==> src/rtl/booth_mul_seq.sv <==
// rtl/booth_mul_seq.sv - iterative radix-2 Booth multiplier, one Booth step per clock
//
// Ports:
//   clk           rising-edge clock
//   rst           asynchronous active-high reset
//   start         request; sampled only in IDLE or DONE
//   signed_mode   1 = two's complement operands, 0 = unsigned; latched with operands
//   multiplicand  WIDTH-bit operand added/subtracted into the accumulator
//   multiplier    WIDTH-bit operand scanned by the Booth recoder
//   busy          high while an operation is in progress (RUN)
//   done          single-cycle pulse; product valid
//   product       2*WIDTH-bit result; holds last result until the next completion

module booth_mul_seq #(
   parameter int WIDTH = 8
) (
   input  logic                 clk,
   input  logic                 rst,
   input  logic                 start,
   input  logic                 signed_mode,
   input  logic [WIDTH-1:0]     multiplicand,
   input  logic [WIDTH-1:0]     multiplier,
   output logic                 busy,
   output logic                 done,
   output logic [2*WIDTH-1:0]   product
);

   localparam int CW = $clog2(WIDTH + 1);

   typedef enum logic [1:0] {
      S_IDLE,
      S_RUN,
      S_DONE
   } state_t;

   state_t             state;
   logic [WIDTH:0]     m_ext;
   logic [WIDTH+1:0]   acc;
   logic [WIDTH:0]     q;
   logic               q_prev;
   logic [CW-1:0]      cnt;

   // Operands get one extra bit so unsigned values look like positive signed
   // values; the Booth recoder then treats both modes identically.
   logic [WIDTH:0]     mcand_ext;
   logic [WIDTH:0]     mplier_ext;
   logic [WIDTH+1:0]   m_wide;
   logic [WIDTH+1:0]   acc_sum;
   logic [WIDTH+1:0]   acc_next;
   logic [WIDTH:0]     q_next;

   assign mcand_ext  = signed_mode ? {multiplicand[WIDTH-1], multiplicand} : {1'b0, multiplicand};
   assign mplier_ext = signed_mode ? {multiplier[WIDTH-1], multiplier}     : {1'b0, multiplier};
   assign m_wide     = {m_ext[WIDTH], m_ext};

   always_comb begin
      acc_sum = acc;
      case ({q[0], q_prev})
         2'b10:   acc_sum = acc - m_wide;
         2'b01:   acc_sum = acc + m_wide;
         default: acc_sum = acc;
      endcase
   end

   // Arithmetic shift of {acc, q, q_prev} right by one; q_prev takes q[0].
   assign acc_next = {acc_sum[WIDTH+1], acc_sum[WIDTH+1:1]};
   assign q_next   = {acc_sum[0], q[WIDTH:1]};

   always_ff @(posedge clk or posedge rst) begin
      if (rst) begin
         state   <= S_IDLE;
         busy    <= 1'b0;
         done    <= 1'b0;
         product <= '0;
         m_ext   <= '0;
         acc     <= '0;
         q       <= '0;
         q_prev  <= 1'b0;
         cnt     <= '0;
      end else begin
         case (state)
            S_IDLE, S_DONE: begin
               done <= 1'b0;
               if (start) begin
                  m_ext  <= mcand_ext;
                  acc    <= '0;
                  q      <= mplier_ext;
                  q_prev <= 1'b0;
                  cnt    <= '0;
                  busy   <= 1'b1;
                  state  <= S_RUN;
               end else begin
                  state  <= S_IDLE;
               end
            end
            S_RUN: begin
               acc    <= acc_next;
               q      <= q_next;
               q_prev <= q[0];
               cnt    <= cnt + CW'(1);
               // WIDTH+1 steps cover the extended multiplier; the low 2*WIDTH
               // bits of {acc, q} after the last shift are the exact product.
               if (cnt == CW'(WIDTH)) begin
                  product <= {acc_next[WIDTH-2:0], q_next};
                  busy    <= 1'b0;
                  done    <= 1'b1;
                  state   <= S_DONE;
               end
            end
            default: begin
               busy  <= 1'b0;
               done  <= 1'b0;
               state <= S_IDLE;
            end
         endcase
      end
   end

endmodule

==> config.mk <==
export PLATFORM = sky130hd
export DESIGN_NAME = booth_mul_seq
export DESIGN_NICKNAME = d
export VERILOG_FILES = /design/src/rtl/booth_mul_seq.sv
export SDC_FILE = /design/constraint.sdc
export NUM_CORES = 1
export LEC_CHECK = 0
export CAP_MARGIN = 20
export CORE_ASPECT_RATIO = 0.7
export CORE_MARGIN = 3
export CORE_UTILIZATION = 32
export CTS_CLUSTER_DIAMETER = 40
export DETAILED_ROUTE_END_ITERATION = 12
export MAX_ROUTING_LAYER = met4
export PLACE_DENSITY = 0.64
export SLEW_MARGIN = 20
export SYNTH_ARGS = -nofsm -noshare
export SYNTH_HDL_FRONTEND = slang
export SYNTH_SLANG_ARGS = --single-unit
==> constraint.sdc <==
create_clock -name clk -period 3.44 [get_ports clk]
set_clock_uncertainty 0.1 [all_clocks]
set_input_delay 0.344 -clock clk [delete_from_list [all_inputs] [get_ports clk]]
set_output_delay 0.344 -clock clk [all_outputs]
set_load 0.01 [all_outputs]
* Yosys cells after proc, flatten, opt, wreduce, memory -nomap -nowiden
Cells that the tools add are included.
** Operators by class
- Reduce and logical (&&, ||, !) cells :: 7
- Equality and inequality tests :: 7
- Multiplexer cells :: 19
- Add/sub/neg operators :: 3
** Operators with widths (count)
- 10-bit one-hot mux with 2 select lines :: 2
- 9-bit two-way mux :: 3
- 9-bit one-hot mux with 2 select lines :: 1
- 10-bit adder :: 1
- 10-bit two-way mux :: 1
- 10-bit subtractor :: 1
- 4-bit one-hot mux with 2 select lines :: 1
- 2-bit AND reduction :: 4
- 1-bit two-way mux :: 6
- 4-bit by 1-bit adder with 4-bit output, second input constant :: 1
- 2-bit by 1-bit equality test with 1-bit output, second input constant :: 2
- 2-bit equality test, second input constant :: 2
- 4-bit equality test, second input constant :: 1
- 4-bit two-way mux :: 1
- 2-bit inequality test, second input constant :: 2
- 1-bit one-hot mux with 2 select lines :: 2
- 2-bit one-hot mux with 2 select lines :: 1
- 2-bit logical NOT :: 1
- 2-bit two-way mux :: 1
- 2-bit nonzero test :: 1
- 2-bit OR reduction :: 1
** Word-level totals
- Flip-flop bits (word level) :: 53
- Input bits :: 20
- Word-level logic and storage cells :: 45

* Depth between registers and ports, before layout
Gate-level depths: netlist of run 1.
- Word-level depth :: 4
- Depth in mapped cells :: 13
- Depth with buffers taken out :: 12

* Worst setup path before layout of run 1
Ideal clock, no wire load.
- Kind :: register -> register
- Start :: register q[0]
- End :: register acc[8]
- Required time :: 3.219 ns
- Path buffers :: 1
- Stages on the path, launching flop included :: 13
- Period minus slack after synthesis :: 2.770 ns
- Arrival time :: 2.549 ns
- Slack :: 0.670 ns
- Path through :: dfrtp_1 inv_1 ha_1 clkbuf_1 mux2_2 ha_1 a21o_1 a21o_1 o2111ai_2 nand4b_1 xnor2_1 o31ai_1 a22o_1
** On the way
- Cells in the longest elaborated chain, start to end :: 3
- Elaborated cells on any way between the ends :: 4
- Those cells by class :: 2 x eq/ne; 2 x mux
** RTL lines
- from (decl) :: RTL line 39 : logic [WIDTH:0] q;
- from (signal assigned) :: RTL line 87 : q <= mplier_ext;
- from (signal assigned) :: RTL line 98 : q <= q_next;
- 2-bit by 1-bit equality test with 1-bit output / 2-bit equality test (equally long branches) :: RTL line 58 : case ({q[0], q_prev})
- 10-bit one-hot mux with 2 select lines * :: RTL line 58
- 10-bit one-hot mux with 2 select lines * :: RTL line 81 : case (state)
- to (signal assigned) :: RTL line 97 : acc <= acc_next;
- to (decl) :: RTL line 38 : logic [WIDTH+1:0] acc;
Mark *: on every way between the ends. The rest lies on a longest branch, timed or not.
A chain may end at the register's enable or synchronous reset.

* Final worst setup path of run 1
Ends and elaborated chain as after synthesis.

==> impl_metrics.toml, run 1 <==
[clock_network]
post_cts_resized = 0
cts_tree = "done"
path_clk_slew_ps = 70
ctsHoldBuffers = 0
htree_levels = 2
clockBufferDepth = 2
post_cts_buffers = 0
root_buffer = "clkbuf_16"
cts_buffers = 5
insertion_delay_ps = 290
cts_sinks = 51

[route]
routed_wl_um = 5830
antenna_left = 0
drt-initial-drc-count = 91
vias = 2069
firstDrtPassIters = 4
drt-wirelength-per-cell_um = 14.2
via_per_inst = 5.03
drc = 0

[timing]
finalHoldViolCount = 0
period_share_pct = 86.3
setup-tns-final_ps = 0
maxSlewViolCount = 0
max_freq_mhz = 337
rsz0062_at_grt = "false"
worstMarginPinSlew_ps = 823
setup_viol = 0
slew_headroom_pct = 45.0
period_minus_slack_ps = 2970

[pwr]
p_seq_share_pct = 28.4
switchingPower_uw = 1700
pwr-share-clk_pct = 13.1
comb_power_share_pct = 58.5
p_leak_uw = 0.00147
peakVddDrop_mv = 0.456
p_int_uw = 2330
sw_frac_of_total_pct = 42.2
power.density_nw_per_um2 = 1220

[critical_path]
max_stage_delay_ps = 400
worstReg2RegEnd = "acc[8]"
crit_family = "compound AO/OA/AOI/OAI gates"
crit_slowest_cell = "mux2_2"
cp.buffers_inverters = 1
crit_required_ps = 3520
crit_end = "acc[8]"
crit_type = "flop to flop"
cp.depth = 11
crit_path_max_fanout = 10
reg2reg_depth = 11
crit_arrival_ps = 3050
timing.rr.start = "q[0]"
crit_path_start = "q[0]"
cp-start-kind = "flop"
cp_cell_sequence = "inv_1 -> ha_1 -> mux2_2 -> ha_1 -> a21o_1 -> a21o_1 -> o2111ai_2 -> nand4b_1 -> xnor2_1 -> o31ai_1 -> a22o_1"
end_kind = "flop"
rrSetupSlack_ps = 470

[floorplanning]
core_area_um2 = 7970
initial_core_util_pct = 33.4
ios = 38
num_rows = 27
die_w_um = 115
dieArea_um2 = 9470
fp.dieH_um = 82.3

[cells_and_area]
drive_above_1_share_pct = 9.35
antenna_cells = 0
areaGrowthSynthToFinish_pct = 24.2
seqCellArea_um2 = 1280
fin_nets = 343
final_common_cell = "dfrtp_1"
nFillCells = 759
final_cell_mix = "51 x dfrtp_1, 50 x nand2_1, 37 x clkdlybuf4s50_1, 16 x nor2_1, 15 x a21oi_1"
multiInputGateArea_um2 = 1300
stdcell_count = 411

[global_route]
grt_overflow = 0
grt_pass1_vias = 2009
grt_max_degree = 31
antenna_found_initial = 0
grt_pass1_wl_um = 9940
grt.total_usage_pct = 13.7

[yosys]
synth_cell_types = 40
synth_area_leader_cell = "dfrtp_1"
synthArstFlopShare_pct = 100
ys_ff_latch = 51
synth_nets = 306
synth.area.top_cells = "dfrtp_1 48%, nand2_1 7.0%, ha_1 6.1%"
synth_edf_count = 0
ys_warn_count = 0
syn_avg_cell_area_um2 = 9.79
synthFlopType = "dfrtp_1"
netlist_area_um2 = 2660
syn-instance-count = 272
yosys.area.top_type_share_pct = 47.9
seq_area_frac_synth_pct = 47.9

[placement]
dp_cells = 403
hpwl_um = 4310
routabilityCongestion = 0.919
io_buffers = 37

[job]
maxCapViolCount = 0

[hold_path]
hp-class = "primary input to async pin"

[run_status]
status = "complete, no violations"
[final cells by class]
type	count	share of cell area [%]
clock inverter	1	0.227
tap	101	3.82
multi-input combinational	199	39.3
timing repair buffer	42	12.3
clock buffer	7	4.61
inverter	10	1.13
sequential	51	38.6
[power groups by stage]
stage	logic, uW	clock network, uW	registers [uW]
4_1_cts	2370	541	1150
3_5_place_dp	2340	0	1160
3_3_place_gp	2300	0	1140
6_report	2360	527	1140
5_1_grt	2650	569	1190
2_1_floorplan	1710	0	1140
[worst register-to-register path, stage by stage, from the launching register on]
cell and delay, ps:
dfrtp_1 360, inv_1 100, ha_1 380, mux2_2 410
ha_1 280, a21o_1 210, a21o_1 190, o2111ai_2 160
nand4b_1 120, xnor2_1 260, o31ai_1 100, a22o_1 200
[cells by family (layout without fill, tap and decap cells)]
family / after synthesis / count (layout) / share of synthesized area, %
multiplexers: 17 / 17 / 6.95
AND/OR/NAND/NOR: 100 / 100 / 17.4
buffers and inverters: 22 / 60 / 3.24
adder cells (fa/ha/maj): 14 / 14 / 6.86
XOR/XNOR: 13 / 13 / 4.27
AO/OA/AOI/OAI: 55 / 55 / 13.3
flip-flops: 51 / 51 / 47.9
[layer usage]
metal  routed length [um]  GRT usage (%)  part of all wire [%]
met1                 3050           19.1                    52
met2                 2520           20.1                    43
met3                  200           3.13                   3.4
met4                   63           3.87                   1.1
met5                    0              -                     0
[registers in the layout, indices dropped and copies added (netlist names)]
| name | cells |
|---|---|
| product | 16 |
| acc | 9 |
| m_ext | 9 |
| q | 9 |
| cnt | 4 |
| state | 2 |
| busy | 1 |
| q_prev | 1 |
[worst min path at each step]
stage	from	to
6_report	rst	product[11]
3_5_place_dp	product[7]	product[7]
2_1_floorplan	multiplicand[2]	m_ext[2]
3_3_place_gp	product[7]	product[7]
4_1_cts	rst	m_ext[6]
5_1_grt	rst	product[13]
[synth_stat cells (all sizes together) (4+ instances only)]
cell and instances:
nand3 10, a21oi 16, nor3 8, a22oi 7, nor2 17, dfrtp 51
nand2 50, mux2 12, xnor2 5, xor2 8, inv 10, nor2b 4
buf 4, mux2i 5, o21ai 17, clkbuf 8, ha 13, a22o 5
[through the flow]
stage | setup slack, ps | hold WS [ps] | total power, uW | cell area [um^2] | util [%]
floorplan | 670 | 349 | 2850 | 2660 | -
global placement | 614 | 374 | 3440 | 3150 | 39.5
detailed placement | 543 | 378 | 3500 | 3150 | 39.5
CTS | 492 | 382 | 4050 | 3310 | 41.5
global route | 299 | 428 | 4410 | 3310 | 41.5
finish | 471 | 358 | 4030 | 3310 | 41.5
Power figures use the tool's default switching activity.
==> inputs of run 2 (changes only) <==
CORE_UTILIZATION = 54   (was 32)
PLACE_DENSITY = 0.91   (was 0.64)
==> run 2 against run 1 <==
Largest cell class unchanged. Global-route usage increased by 9.2 points. Power up 0.85%. Critical path type unchanged. Sequential share of layout area rose by 0.99 points. Cell count shrank 9.0%. Cell area is 2.5% lower. Count of clock-buffer cells in the layout is 1 lower. Via count up 1.6%. Critical endpoint unchanged.
==> impl_metrics.toml, run 2 (synthesis gave the netlist of run 1 again) <==
[floorplanning]
core_area_um2 = 4550
dieArea_um2 = 5830
ios = 38
fp.dieH_um = 64.8
initial_core_util_pct = 58.5
num_rows = 20
die_w_um = 89.9

[critical_path]
cp-start-kind = "flop"
crit_type = "flop to flop"
end_kind = "flop"
cp_cell_sequence = "nor2_2 -> nor4b_4 -> nor2_1 -> xor2_1 -> ha_1 -> and4_1 -> a21o_1 -> o2111ai_2 -> nand4b_1 -> xnor2_1 -> o31ai_1 -> a22o_1"
crit_required_ps = 3550
crit_slowest_cell = "dfrtp_1"
crit_path_max_fanout = 6
max_stage_delay_ps = 430
crit_arrival_ps = 3080

[timing]
period_minus_slack_ps = 2970
maxSlewViolCount = 0
setup_slack_ps = 472
rsz0062_at_grt = "false"
worstMarginPinSlew_ps = 859
max_freq_mhz = 337
setup_viol = 0
slew_headroom_pct = 42.7
setup-tns-final_ps = 0
finalHoldViolCount = 0
period_share_pct = 86.3

[clock_network]
cts_buffers = 5
cts_sinks = 51
insertion_delay_ps = 310
post_cts_buffers = 0
ctsHoldBuffers = 0
cts_tree = "done"
htree_levels = 2
post_cts_resized = 0
clockBufferDepth = 2
path_clk_slew_ps = 90
root_buffer = "clkbuf_8"

[global_route]
grt_use_met3_pct = 4.29
grtUsageMet1_pct = 30.3
grt.total_usage_pct = 22.9
grt_busiest_layer = "met2"
grt_max_degree = 52
grtUsageMet2_pct = 37.5
grt_overflow = 0
antenna_found_initial = 0
grt_pass1_vias = 2136
grt_pass1_wl_um = 10200

[cells_and_area]
nFillCells = 351
seqCellArea_um2 = 1280
final_cell_mix = "51 x dfrtp_1, 50 x nand2_1, 37 x clkdlybuf4s50_1, 15 x a21oi_1, 15 x nor2_1"
antenna_cells = 0
final_common_cell = "dfrtp_1"
multiInputGateArea_um2 = 1300
areaGrowthSynthToFinish_pct = 21.1
fin_nets = 341
largest_register = "product"
largest_register_ffs = 16
drive_above_1_share_pct = 8.77

[placement]
hpwl_um = 4430
preCtsSetupSlack_ps = 518
routabilityCongestion = 0.854
io_buffers = 37

[run_status]
status = "complete, no violations"

[route]
antenna_left = 0
drc = 0
via_per_inst = 5.62
drt-wirelength-per-cell_um = 16.4
vias = 2102
routed_wl_um = 6120
firstDrtPassIters = 4
drt-initial-drc-count = 96

[pwr]
peakVddDrop_mv = 0.805
p_leak_uw = 0.00145
power.density_nw_per_um2 = 1260

[job]
maxCapViolCount = 0

[hold_path]
hp-class = "flop to flop"
run 2: cell count changes in the layout (fill, tap and decap cells not counted), sizes merged:
cell	before	now
clkinvlp	1	0
bufinv	0	2
buf	5	3
clkbuf	7	6
clkinv	0	1
inv	10	9
run 2: area by class of cell:
cell class | count | share of cell area, %
clock buffer | 6 | 2.25
inverter | 10 | 1.20
tap | 66 | 2.56
timing repair buffer | 40 | 12.2
sequential | 51 | 39.6
clock inverter | 2 | 1.86
multi-input combinational | 199 | 40.4
run 2: layer usage:
metal | share of wire (%) | up-vias
met5 | 0 | -
met2 | 48 | 65
li1 | - | 1015
met3 | 5.1 | 9
met4 | 1.4 | 0
met1 | 46 | 1013
run 2: path summary, 6_finish.rpt:
| path | end | cells after the start | startpoint | slack [ps] |
|---|---|---|---|---|
| setup / recovery | acc[8] | 12 | m_ext[2] | 470 |
| hold / removal | product[0] | 1 | product[0] | 390 |
| setup reg to reg | acc[8] | 12 | m_ext[2] | 470 |
| hold reg to reg | product[0] | 1 | product[0] | 390 |
| max in group asynchronous | cnt[3] | 2 | rst | 2320 |
| min in group asynchronous | product[13] | 2 | rst | 410 |
run 2: stage by stage:
step                      std cells  util (%)  hold slack (ps)  power [uW]  instance area, um^2
after floorplan                 272         -              349        2850                 2660
after global placement          366      67.9              374        3420                 3090
after detailed placement        366      67.9              376        3540                 3090
after CTS                       374      70.8              397        4070                 3220
after global routing            374      70.9              429        4420                 3230
final                           374      70.9              392        4060                 3230
run 2: where the power goes:
part | internal (uW) | total, uW | switching [uW]
Sequential | 900 | 1150 | 254
Clock | 291 | 490 | 199
Combinational | 1120 | 2420 | 1300
Total | 2310 | 4060 | 1750
run 2: critical path, delay by kind of cell, from the launching register on:
kind	cells	cell delay, ps
AND/OR/NAND/NOR	5	910
adder cells (fa/ha/maj)	1	380
AO/OA/AOI/OAI	4	660
flip-flops	1	430
XOR/XNOR	2	390
